===== src/rtl/apb_pkg.sv =====
// Shared definitions for the APB timeout slice.
//   apb_state_e      : transfer FSM states (IDLE, SETUP, ACCESS, RESP)
//   TIMEOUT_DISABLED : TIMEOUT_CYCLES value that turns the abort logic off
//   cnt_width()      : wait-counter width for a given timeout, never below 1
package apb_pkg;

  typedef enum logic [1:0] {
    ST_IDLE   = 2'd0,
    ST_SETUP  = 2'd1,
    ST_ACCESS = 2'd2,
    ST_RESP   = 2'd3
  } apb_state_e;

  localparam int unsigned TIMEOUT_DISABLED = 0;

  function automatic int unsigned cnt_width(input int unsigned timeout_cycles);
    return (timeout_cycles == 0) ? 1 : $clog2(timeout_cycles + 1);
  endfunction

endpackage


===== src/rtl/apb_watchdog.sv =====
// ACCESS-phase wait counter and abort detection.
// Ports:
//   clk, reset     : clock, synchronous active-high reset
//   clear          : zero the counter (transfer being accepted)
//   enable         : transfer is in its ACCESS phase
//   master_pready  : downstream ready; a ready cycle is never counted
//   expire         : this ACCESS cycle is the last one allowed (combinational)
module apb_watchdog
  import apb_pkg::*;
#(
  parameter int unsigned TIMEOUT_CYCLES = 256
) (
  input  logic clk,
  input  logic reset,
  input  logic clear,
  input  logic enable,
  input  logic master_pready,
  output logic expire
);

  localparam int unsigned CW = cnt_width(TIMEOUT_CYCLES);
  localparam logic [CW-1:0] LAST_CNT =
    CW'((TIMEOUT_CYCLES == TIMEOUT_DISABLED) ? 0 : TIMEOUT_CYCLES - 1);

  logic [CW-1:0] cnt_q, cnt_d;

  always_comb begin
    cnt_d = cnt_q;
    if (clear) begin
      cnt_d = '0;
    end else if (enable && !master_pready) begin
      cnt_d = cnt_q + 1'b1;
    end
  end

  always_ff @(posedge clk) begin
    if (reset) begin
      cnt_q <= '0;
    end else begin
      cnt_q <= cnt_d;
    end
  end

  // Ready on the boundary cycle wins, so pready masks the abort.
  assign expire = (TIMEOUT_CYCLES != TIMEOUT_DISABLED) && enable &&
                  !master_pready && (cnt_q == LAST_CNT);

endmodule


===== src/rtl/apb_timeout_slice.sv =====
// APB register slice with downstream access timeout.
// Captures one upstream APB transfer in IDLE, replays it downstream
// (SETUP then ACCESS), and answers upstream with a single-cycle ready in
// RESP. A downstream slave that stalls for TIMEOUT_CYCLES ACCESS cycles is
// abandoned with pslverr=1, prdata=0 and a one-cycle timeout_pulse.
// Ports:
//   clk, reset          : clock, synchronous active-high reset
//   slave_*  (in)       : upstream request (paddr, pprot, psel, penable,
//                         pwrite, pwdata, pstrb)
//   slave_*  (out)      : upstream response (pready, prdata, pslverr)
//   master_* (out)      : downstream request, all registered
//   master_* (in)       : downstream response (pready, prdata, pslverr)
//   timeout_pulse       : high for the RESP cycle of an aborted transfer
module apb_timeout_slice
  import apb_pkg::*;
#(
  parameter int unsigned ADDR_WIDTH     = 11,
  parameter int unsigned DATA_WIDTH     = 32,
  parameter int unsigned TIMEOUT_CYCLES = 256
) (
  input  logic                    clk,
  input  logic                    reset,
  input  logic [ADDR_WIDTH-1:0]   slave_paddr,
  input  logic                    slave_pprot,
  input  logic                    slave_psel,
  input  logic                    slave_penable,
  input  logic                    slave_pwrite,
  input  logic [DATA_WIDTH-1:0]   slave_pwdata,
  input  logic [DATA_WIDTH/8-1:0] slave_pstrb,
  output logic                    slave_pready,
  output logic [DATA_WIDTH-1:0]   slave_prdata,
  output logic                    slave_pslverr,
  output logic [ADDR_WIDTH-1:0]   master_paddr,
  output logic                    master_pprot,
  output logic                    master_psel,
  output logic                    master_penable,
  output logic                    master_pwrite,
  output logic [DATA_WIDTH-1:0]   master_pwdata,
  output logic [DATA_WIDTH/8-1:0] master_pstrb,
  input  logic                    master_pready,
  input  logic [DATA_WIDTH-1:0]   master_prdata,
  input  logic                    master_pslverr,
  output logic                    timeout_pulse
);

  localparam int unsigned STRB_WIDTH = DATA_WIDTH / 8;

  apb_state_e state_q, state_d;

  // Capture registers double as the downstream address/data outputs, so
  // they hold their value outside SETUP/ACCESS.
  logic [ADDR_WIDTH-1:0] paddr_q, paddr_d;
  logic                  pprot_q, pprot_d;
  logic                  pwrite_q, pwrite_d;
  logic [DATA_WIDTH-1:0] pwdata_q, pwdata_d;
  logic [STRB_WIDTH-1:0] pstrb_q, pstrb_d;

  // Control and response outputs are registered from next-state values.
  logic                  psel_q, psel_d;
  logic                  penable_q, penable_d;
  logic                  spready_q, spready_d;
  logic [DATA_WIDTH-1:0] sprdata_q, sprdata_d;
  logic                  spslverr_q, spslverr_d;
  logic                  pulse_q, pulse_d;

  logic accept;
  logic in_access;
  logic expire;

  assign accept    = (state_q == ST_IDLE) && slave_psel && !slave_penable;
  assign in_access = (state_q == ST_ACCESS);

  apb_watchdog #(
    .TIMEOUT_CYCLES (TIMEOUT_CYCLES)
  ) u_watchdog (
    .clk           (clk),
    .reset         (reset),
    .clear         (accept),
    .enable        (in_access),
    .master_pready (master_pready),
    .expire        (expire)
  );

  always_comb begin
    state_d    = state_q;
    paddr_d    = paddr_q;
    pprot_d    = pprot_q;
    pwrite_d   = pwrite_q;
    pwdata_d   = pwdata_q;
    pstrb_d    = pstrb_q;
    psel_d     = 1'b0;
    penable_d  = 1'b0;
    spready_d  = 1'b0;
    sprdata_d  = '0;
    spslverr_d = 1'b0;
    pulse_d    = 1'b0;

    unique case (state_q)
      ST_IDLE: begin
        if (accept) begin
          state_d  = ST_SETUP;
          paddr_d  = slave_paddr;
          pprot_d  = slave_pprot;
          pwrite_d = slave_pwrite;
          pwdata_d = slave_pwdata;
          pstrb_d  = slave_pstrb;
          psel_d   = 1'b1;
        end
      end
      ST_SETUP: begin
        state_d   = ST_ACCESS;
        psel_d    = 1'b1;
        penable_d = 1'b1;
      end
      ST_ACCESS: begin
        if (master_pready) begin
          state_d    = ST_RESP;
          spready_d  = 1'b1;
          sprdata_d  = master_prdata;
          spslverr_d = master_pslverr;
        end else if (expire) begin
          state_d    = ST_RESP;
          spready_d  = 1'b1;
          spslverr_d = 1'b1;
          pulse_d    = 1'b1;
        end else begin
          psel_d    = 1'b1;
          penable_d = 1'b1;
        end
      end
      ST_RESP: begin
        state_d = ST_IDLE;
      end
      default: begin
        state_d = ST_IDLE;
      end
    endcase
  end

  always_ff @(posedge clk) begin
    if (reset) begin
      state_q    <= ST_IDLE;
      paddr_q    <= '0;
      pprot_q    <= 1'b0;
      pwrite_q   <= 1'b0;
      pwdata_q   <= '0;
      pstrb_q    <= '0;
      psel_q     <= 1'b0;
      penable_q  <= 1'b0;
      spready_q  <= 1'b0;
      sprdata_q  <= '0;
      spslverr_q <= 1'b0;
      pulse_q    <= 1'b0;
    end else begin
      state_q    <= state_d;
      paddr_q    <= paddr_d;
      pprot_q    <= pprot_d;
      pwrite_q   <= pwrite_d;
      pwdata_q   <= pwdata_d;
      pstrb_q    <= pstrb_d;
      psel_q     <= psel_d;
      penable_q  <= penable_d;
      spready_q  <= spready_d;
      sprdata_q  <= sprdata_d;
      spslverr_q <= spslverr_d;
      pulse_q    <= pulse_d;
    end
  end

  assign master_paddr   = paddr_q;
  assign master_pprot   = pprot_q;
  assign master_pwrite  = pwrite_q;
  assign master_pwdata  = pwdata_q;
  assign master_pstrb   = pstrb_q;
  assign master_psel    = psel_q;
  assign master_penable = penable_q;
  assign slave_pready   = spready_q;
  assign slave_prdata   = sprdata_q;
  assign slave_pslverr  = spslverr_q;
  assign timeout_pulse  = pulse_q;

endmodule


===== config.mk =====
export PLATFORM = sky130hd
export DESIGN_NAME = apb_timeout_slice
export DESIGN_NICKNAME = d
export VERILOG_FILES = /design/src/rtl/apb_pkg.sv /design/src/rtl/apb_watchdog.sv /design/src/rtl/apb_timeout_slice.sv
export SDC_FILE = /design/constraint.sdc
export NUM_CORES = 1
export LEC_CHECK = 0
export CAP_MARGIN = 20
export CORE_MARGIN = 4
export CORE_UTILIZATION = 60
export DETAILED_ROUTE_END_ITERATION = 16
export DONT_BUFFER_PORTS = 1
export GPL_TIMING_DRIVEN = 0
export PLACE_DENSITY = 0.76
export SYNTH_ARGS = -nofsm -noshare
export SYNTH_HDL_FRONTEND = slang
export SYNTH_SLANG_ARGS = --single-unit

===== constraint.sdc =====
create_clock -name clk -period 2 [get_ports clk]
set_input_delay 0.3 -clock clk [delete_from_list [all_inputs] [get_ports clk]]
set_output_delay 0.3 -clock clk [all_outputs]
set_load 0.02 [all_outputs]

## Word level (Yosys, flattened, before mapping)

Index checks and enable logic that the tools add are counted.

| storage, ports and cells | value |
|---|---|
| ROM bits | 0 |
| register bits after elaboration | 97 |
| memories kept | 0 |
| memory bits (writable) | 0 |
| input port bits | 87 |
| latch bits | 0 |
| output and inout port bits | 86 |

| cells by class | value |
|---|---|
| equality and inequality tests | 6 |
| reductions and logical operators | 13 |
| add/sub/neg operators | 1 |
| bitwise operators | 2 |
| multiplexer cells | 12 |
| multiply operators | 0 |
| shift operators | 0 |
| $lt $le $gt $ge | 0 |
| divide/modulo/power cells | 0 |

Operators by type and width:

| cell | number |
|---|---|
| adder 9 x 1 -> 9 bit, second input constant | 1 |
| equality test 9 x 8 -> 1 bit, second input constant | 1 |
| one-hot mux 2 bit (4 select lines) | 1 |
| two-way mux 1 bit | 6 |
| two-way mux 2 bit | 3 |
| OR reduction 3 bit | 2 |
| equality test 2 bit, second input constant | 2 |
| logical AND 1 bit | 4 |
| AND reduction 2 bit | 2 |
| OR reduction 2 bit | 2 |
| inequality test 3 bit, second input constant | 1 |
| one-hot mux 1 bit (3 select lines) | 1 |
| equality test 2 x 1 -> 1 bit, second input constant | 1 |
| logical NOT 1 bit | 2 |
| logical NOT 2 bit | 1 |
| inequality test 2 bit, second input constant | 1 |
| inverter 1 bit | 2 |
| one-hot mux 1 bit (2 select lines) | 1 |

## Longest topological paths before layout

| logic depth | value |
|---|---|
| depth in word-level cells | 6 |
| mapped depth | 8 |
| gate-level depth less buffers | 8 |

## By module

Synthesis repeated with hierarchy kept, for this count alone.

| unflattened totals | value |
|---|---|
| cells, all modules | 360 |
| area total of the unflattened synthesis | 3311.9 sq um |

Modules (own cells, without submodules):

| module | area an instance (sq um) | seq. area each (sq um) | instances | cells each |
|---|---|---|---|---|
| apb_timeout_slice | 2879.0 | 1761.7 | 1 | 310 |
| apb_watchdog | 432.9 | 180.2 | 1 | 50 |

## Worst setup path after synthesis

No wires, ideal clock.

| path | value |
|---|---|
| path type | reg2reg |
| start point | register u_watchdog.cnt_q[0] |
| end point | register state_q[1] |
| data required time | 1872 ps |
| setup slack | 500 ps |
| arrival time | 1372 ps |
| cell stages (with the launch flop) | 9 |
| setup time | 128 ps |
| path through | dfxtp_1 ha_1 nand3_1 nor2_1 ha_1 nor3b_1 a21oi_1 mux2i_1 nor2_1 |

| on the way | value |
|---|---|
| cells in the longest elaborated chain, start to end | 4 |

RTL lines:

| element | line | text |
|---|---|---|
| start, declared | apb_watchdog.sv:25 | `logic [CW-1:0] cnt_q, cnt_d;` |
| start signal, assigned | apb_watchdog.sv:40 | `cnt_q <= cnt_d;` |
| equality test 9 x 8 -> 1 bit | apb_watchdog.sv:46 | `!master_pready && (cnt_q == LAST_CNT);` |
| logical AND 1 bit | apb_watchdog.sv:46 |  |
| inequality test 3 bit (no source line) | n/a |  |
| AND reduction 2 bit (no source line) | n/a |  |
| end signal, assigned | apb_timeout_slice.sv:155 | `state_q <= state_d;` |
| end, declared | apb_timeout_slice.sv:48 | `apb_state_e state_q, state_d;` |

Every way passes these cells.
A chain may end at the register's enable or synchronous reset.

## Worst setup path after layout

Ends and elaborated chain as after synthesis.

==> run summary <==
Post-synthesis cell count -> 361
GRT overflow -> 0
TritonCTS clock tree -> yes
Vias -> 2302
Fin crit share -> 0.872
Port Buf Inserts -> 0
Leak -> 1.34 nW
Critical-path maximum fanout -> 4
Ys Warns -> 0
WHS -> 0.0639 ns
VDD IR max -> 0.724 mV
Vias in the first global route -> 2119
Setup tns final -> 0 ns
Initial Utilization -> 0.631
# diodes -> 0
Fin area -> 3550 um^2
CTS clock-pin slew for the worst setup and hold paths -> 0.08 ns
Post-Syn Area -> 3290 um^2
Post-CTS Hold Buffers -> 0
Fmax -> 0.574 GHz
Detailed Route WL -> 6930 um
Post CTS Setup Buffer Count -> 0
Site row count -> 26
WS Path Type -> flop to flop
R2r setup slk -> 0.26 ns
Routed wl met3 -> 1030 um
Initial antenna violation count -> 0
Crit path launch type -> flop
# resized after CTS -> 0
CP required -> 2.21 ns
RD Place Congestion -> 0.831
Fin. max-slew vios -> 0
Endpoints failing setup -> 0
Routed Antenna Nets -> 0
Die area -> 6720 um^2
Layout cells sized above 1 -> 0.0904
DR WL met2 -> 3230 um
Largest net degree at the start of global routing -> 15
Asr flop ratio synth -> 0
Core area -> 5200 um^2
Sequential area share after synthesis -> 0.591
Crit path DAT -> 1.96 ns
# H-tree levels -> 3
PD cells -> 1170 nW/um^2
DRT Pass-1 Iters -> 4
First-pass GRT wire length -> 9870 um
DRC -> 0
Later-pin clock latency in the skew report -> 0.34 ns
Post-synth EDFFs -> 0
Endpoint type of the worst setup path -> flop
DR vias/cell -> 5.16
Root Buffer -> clkbuf_8
Status -> complete, no violations
Area grow syn2layout -> 8.15%
Final Hold Vio Count -> 0
Synthesized area per cell -> 9.10 um^2
Maximum Capacitance Violations -> 0
Worst Hold Class -> input port to flop
Cell Area, Placed -> 3370 um^2
Power, Total -> 4.14 mW
Dpl hpwl -> 5380 um
Drt wl/cell -> 15.5 um
Max_slew headroom -> 0.681
TritonCTS Sinks -> 97
Final #Nets -> 465
DR iter-0 viols -> 60
RSZ-0062 raised after global routing -> no
GRT Util Overall -> 0.195
Cells after DPL -> 431
Register bit total from synthesis -> 97
Final min period -> 1.74 ns
Io pins -> 173
DIE HEIGHT -> 82 um
CTS Buf Count -> 9
Yosys cell types -> 31
Top FF cell, synth -> dfxtp_1
Synthesized net count -> 454
Top routing layer in use -> met4
M1 WL -> 2570 um
Setup Skew -> 0.00827 ns
Max clock buf depth -> 2
Die X -> 82 um
Worst-margin pin slew -> 0.479 ns
Non-filler cells, final -> 446
layout make-up:
type                       instances  area, um^2
buffer                            22         100
multi-input combinational        237        1220
sequential                        97        1940
fill                             447        1650
inverter                           5        18.8
clock buffer                      12         165
clock inverter                     3        15.0
tap                               70        87.6
routing by layer:
metal | up-vias | global-route usage
li1 | 1168 | -
met1 | 1001 | 0.216
met2 | 125 | 0.302
met3 | 8 | 0.110
met4 | 0 | 0.0963
met5 | - | 0
stage by stage:
stage          setup slack [ns]   util
6_report                  0.257  0.683
4_1_cts                   0.230  0.683
5_1_grt                  0.0823  0.683
2_1_floorplan             0.500      -
3_3_place_gp              0.248  0.648
3_5_place_dp              0.249  0.648
flip-flops by register name, summed over array words and instances (netlist names):
signal            count
timeout_pulse         1
master_pstrb          4
u_watchdog.cnt_q      9
master_pprot          1
master_paddr         11
master_pwdata        32
master_pwrite         1
slave_pslverr         1
state_q               2
slave_pready          1
master_psel           1
master_penable        1
slave_prdata         32
worst paths after layout:
check	from	end	depth (start not counted)
setup reg to reg	u_watchdog.cnt_q[0]	state_q[1]	8
hold / removal	master_pready	slave_pslverr	1
hold reg to reg	u_watchdog.cnt_q[1]	u_watchdog.cnt_q[1]	2
setup / recovery	u_watchdog.cnt_q[0]	state_q[1]	8
cell usage in the layout, fill, tap and decap left out, types with 2 or more instances in the layout:
master	instances
nand2_1	102
dfxtp_1	97
a21oi_1	52
and2_1	32
nor2_1	12
clkbuf_8	12
clkbuf_1	10
buf_2	8
ha_1	6
inv_1	4
nor3b_1	4
xor2_1	4
nand4_1	3
clkinv_2	3
nand2b_4	2
nor2_2	2
buf_4	2
nor3_1	2
xnor2_1	2
or3_1	2
buf_1	2
a211oi_2	2
where the power goes:
group	internal, mW	switching (mW)
clock network	0.542	0.592
registers	2.11	0.308
logic	0.227	0.367
synthesized netlist by cell type (2+ instances only):
master / count / area share
nor2_1: 12 / 0.014
buf_1: 2 / 0.0023
inv_1: 4 / 0.0046
xor2_1: 4 / 0.011
nand2b_4: 2 / 0.0084
nor3_1: 2 / 0.0030
a21oi_1: 52 / 0.079
or3_1: 2 / 0.0038
xnor2_1: 2 / 0.0053
clkbuf_1: 10 / 0.011
a211oi_2: 2 / 0.0076
buf_2: 8 / 0.012
nor2_2: 2 / 0.0038
nand2_1: 102 / 0.12
and2_1: 32 / 0.061
dfxtp_1: 97 / 0.59
nand4_1: 3 / 0.0057
nor3b_1: 4 / 0.0091
buf_4: 2 / 0.0046
ha_1: 6 / 0.023
worst max-delay path, cell delays in order (launching register included):
cell and delay [ns]:
dfxtp_1 0.35, ha_1 0.25, nand3_1 0.10, nor2_1 0.05, ha_1 0.20, nor3b_1 0.34
a21oi_1 0.13, mux2i_1 0.16, nor2_1 0.05
cells by family after synthesis:
| group | share of synthesized area |
|---|---|
| xor+xnor | 0.0160 |
| fa+ha+maj | 0.0228 |
| buf+inv | 0.0362 |
| simple gates | 0.240 |
| flops | 0.591 |
| compound gates | 0.0906 |
| mux | 0.00305 |
No activity file was read; power rests on OpenSTA's default activity.
==> patch 1: new RTL, same settings <==
Encoding of `apb_state_e`: now one-hot (4 bits for 4 states).
--- a/src/rtl/apb_pkg.sv
+++ b/src/rtl/apb_pkg.sv
@@ -4,11 +4,11 @@
 //   cnt_width()      : wait-counter width for a given timeout, never below 1
 package apb_pkg;
 
-  typedef enum logic [1:0] {
-    ST_IDLE   = 2'd0,
-    ST_SETUP  = 2'd1,
-    ST_ACCESS = 2'd2,
-    ST_RESP   = 2'd3
+  typedef enum logic [3:0] {
+    ST_IDLE   = 4'b0001,
+    ST_SETUP  = 4'b0010,
+    ST_ACCESS = 4'b0100,
+    ST_RESP   = 4'b1000
   } apb_state_e;
 
   localparam int unsigned TIMEOUT_DISABLED = 0;
Behaviour: no difference found for any inputs over 10 cycles, from zero or initial values and one cycle with reset high; not proved beyond that.
==> patch 1 against the unedited design <==
Area after synthesis is 6.0% higher. Wire length grew 24%. Final area is 6.0% higher. Worst setup slack got worse by 0.11 ns. Sequential cell count rose by 2. Non-clock buffer count is 12 higher. Hold slack lost 0.0059 ns. Largest cell class unchanged.
Power is not compared: it rests on default switching activity, and its combinational part moved more than twofold at a synthesized area within 25%.
==> patch 1: results (changes against the unedited design) <==
CP max-delay cell=or4b_1; post-synthesis compound-gate area fraction=0.1811 (+0.09047); multi-input gates=246 (+3.8%); Clock Skews=0.009579 ns (+0.001306 ns); Seq/Total Area, Yosys=0.5692 (-0.02184); Non-clock buffers=34 (+55%); Post-DP Area=0.003572 sq mm (+5.9%); final wirelength=8561 microns (+24%); post-synthesis adder-cell area fraction=0.007186 (-0.01566); non-clk buf share=0.03522 (+0.007047); GR Util All Layers=0.2383 (+0.04298); met1 Usage GRT=0.2721 (+0.05653); largest net degree at the start of global routing=17 (+2); metal2 WL=4301 microns (+33%); Worst-Margin Slew=0.6399 ns (+0.1610 ns); Syn Nets=471 (+3.7%); R2R Setup Slk=0.15 ns (-0.11 ns); fill count=481 (+7.6%); hold path startpoint=master_prdata[23]; worst path arrival time=2.15 ns (+0.19 ns); met2 usage=0.3960 (+0.09388); status=complete, no violations; Cell variety after synth=32 (+3.2%); clk slew on worst S/H paths=0.10 ns (+0.02 ns); Clock-cell share=0.05149 (+0.0007909); worst reg2reg endpoint=slave_prdata[18]; Max stage delay on crit path=0.52 ns (+0.17 ns); synth top area cells=dfxtp_1 (57%), a21oi_1 (8.2%), o21ai_0 (7.9%); mux cell area share after synthesis=0.002875 (-0.0001719); number of clock buffers in the layout=10 (-2); DP HPWL=6259 microns (+16%); Inverters excl. clock=2 (-3); Post-synth top cells=dfxtp_1 (99), a21oi_1 (57), o21ai_0 (55); vias in the first global route=2759 (+30%); minimum clock period after layout=1.851 ns (+0.1074 ns); post-synthesis xor/xnor area fraction=0 (-0.01599); met1 WL=3196 microns (+25%); ratio of cells with drive above 1 in the final layout=0.05542 (-0.03501)
patch 1: cell types whose count changed in the layout (fill, tap and decap cells not counted), moves of 5 or more:
cell      change
clkbuf_1     +21
o21ai_0      +53
buf_2         -7
a21oi_1       +5
nor2_1        -7
nand3_1      +52
nand2_1      -96
patch 1: stage by stage:
step	power, W	utilization	TNS (ns)	hold slack, ns	cells
6_report	0.003569	0.6756	0	0.05803	469
5_1_grt	0.003722	0.6756	-0.8919	0.03507	469
4_1_cts	0.003594	0.6756	0	0.04759	470
3_5_place_dp	0.002369	0.6409	0	0.4247	454
3_3_place_gp	0.002362	0.6409	0	0.4234	454
2_1_floorplan	0.002307	-	0	0.4217	382
patch 1: report_power, final:
group | leakage, nW | switching (W) | internal (W)
clock | 0.100 | 0.000664 | 0.000581
sequential | 0.803 | 0.0000965 | 0.00202
combinational | 0.395 | 0.000143 | 0.0000617
patch 1: repair_timing:
item,CTS,global route
gates resized for setup,0,7
hold endpoints to repair,0,0
buffers inserted,0,0
endpoints found under the setup margin,0,69
==> patch 2: new RTL, same settings <==
Without the edit above. The parameter `DATA_WIDTH` goes from 32 to 48.
--- a/src/rtl/apb_timeout_slice.sv
+++ b/src/rtl/apb_timeout_slice.sv
@@ -15,7 +15,7 @@
   import apb_pkg::*;
 #(
   parameter int unsigned ADDR_WIDTH     = 11,
-  parameter int unsigned DATA_WIDTH     = 32,
+  parameter int unsigned DATA_WIDTH     = 48,
   parameter int unsigned TIMEOUT_CYCLES = 256
 ) (
   input  logic                    clk,
Interface: changed (6 resized); port bits go from 173 to 241. The function was not compared with the original's and may differ.
==> patch 2 against the unedited design <==
Worst setup slack lost 0.071 ns. Sequential cell count grew 34. Clock skew grew 0.0022 ns. Highest routed layer unchanged. Largest cell class unchanged. Non-clock buffer count grew 125. Area after synthesis grew 31%. Total power grew 77%. Wire length grew 110%. Global-route usage grew 14 points. Synthesized cell count grew 30%. Die area grew 28%. Count of clock-buffer cells in the layout grew 6. Critical path depth grew 1. Final area grew 75%.
==> patch 2: results (changes against the unedited design) <==
Seq/Total Area, Yosys=0.6070 (+0.01600); routability congestion estimate=0.7765 (-6.5%); GR Util All Layers=0.3392 (+0.1439); worst path arrival time=2.23 ns (+0.27 ns); final wirelength=14770 microns (+110%); clk_lat worst skew=0.51 ns (+0.17 ns); worst-path fanout max=10 (+6); fill count=266 (-40%); Max IR drop VDD=0.0009106 V (+26%); port bufs=0 (unchanged); ratio of cells with drive above 1 in the final layout=0.08871 (-0.001716); CTS max path bufs=2 (unchanged); Max-Slew Margin vs Limit=0.6031 (-0.07761); Syn Nets=598 (+32%); clk slew on worst S/H paths=0.06 ns (-0.02 ns); initial antenna violation count=1 (+1); H-tree depth=4 (+1); NumNets Final=734 (+58%); P_int=0.005120 W (+78%); Met3 Wirelength=1385 microns (+35%); synth top area cells=dfxtp_1 (61%), nand2_1 (12%), a21oi_1 (7.9%); metal2 WL=7580 microns (+130%); met1 WL=5110 microns (+99%); Lkg Pwr=2.424 nW (+81%); CTS buffer count=17 (+8); DP HPWL=7975 microns (+48%); Post-synth top cells=nand2_1 (136), dfxtp_1 (131), a21oi_1 (68); status=complete, no violations
patch 2: cell count changes after synthesis, sizes merged, moves of 2 or more:
cell,change
a21oi,+16
or3,-2
nand2,+34
buf,+7
and2,+16
dfxtp,+34
patch 2: layout make-up:
cell class	instances	area (sq um)	area share
clock buffer	18	427.9	0.06891
multi-input combinational	304	1529	0.2462
tap	96	120.1	0.01934
buffer	30	146.4	0.02357
clock inverter	14	167.7	0.02700
antenna	1	2.502	0.0004030
inverter	6	22.52	0.003627
timing repair buffer	117	1171	0.1886
sequential	131	2623	0.4223
patch 2: cell families (layout without fill, tap and decap cells):
group                    after synthesis  in the layout  synth area share
multiplexers                           2              2          0.004634
other                                  0              1                 0
AND/OR/NAND/NOR                      217            217            0.2320
XOR/XNOR                               7              7           0.01419
AO/OA/AOI/OAI                         72             72           0.08572
flip-flops                           131            131            0.6070
adder cells (fa/ha/maj)                6              6           0.01738
buffers and inverters                 36            185           0.03910
patch 2: what timing repair did:
item                      in CTS  in global routing
hold endpoints to repair     118                  0
setup buffers                  0                  0
hold buffers                 117                  0
patch 2: per-stage QoR:
step	setup WS (ns)	hold slack, ns	instance area, sq um	std cells	total power, W
6_report	0.1861	0.04903	6210	717	0.007352
3_3_place_gp	0.3052	0.3798	4441	567	0.004010
5_1_grt	0.03695	0.03120	6210	717	0.007608
4_1_cts	0.2603	0.02020	6207	716	0.007269
2_1_floorplan	0.4825	0.3767	4320	471	0.003843
3_5_place_dp	0.2741	0.3799	4441	567	0.004053
patch 2: path summary, 6_finish.rpt:
kind | from | endpoint | slack [ns] | depth (start not counted)
min | master_pready | u_watchdog.cnt_q[5] | 0.05 | 3
max | state_q[0] | master_pstrb[4] | 0.19 | 9
min reg2reg | u_watchdog.cnt_q[8] | u_watchdog.cnt_q[8] | 0.53 | 2
max reg2reg | state_q[0] | master_pstrb[4] | 0.19 | 9
patch 2: worst max-delay path, cell delays in order, from the launching register on:
cell     delay (ns)
dfxtp_1        0.38
inv_1          0.08
ha_1           0.22
inv_2          0.07
or2_1          0.09
buf_2          0.17
buf_2          0.25
buf_6          0.17
nand2_1        0.07
a21oi_1        0.21
patch 2: metal layers:
metal / vias to the layer above / track usage
met5: - / 0
met4: 0 / 0.1832
met3: 59 / 0.1357
met2: 247 / 0.6095
met1: 1870 / 0.3294
li1: 1778 / -
patch 2: power by group through the flow:
stage,Sequential [W],Clock [W],Combinational (W)
after floorplan,0.00326,0,0.000582
after global placement,0.00332,0,0.000688
after detailed placement,0.00333,0,0.000725
after CTS,0.00327,0.00308,0.000913
after global routing,0.00330,0.00323,0.00107
final,0.00329,0.00309,0.000971
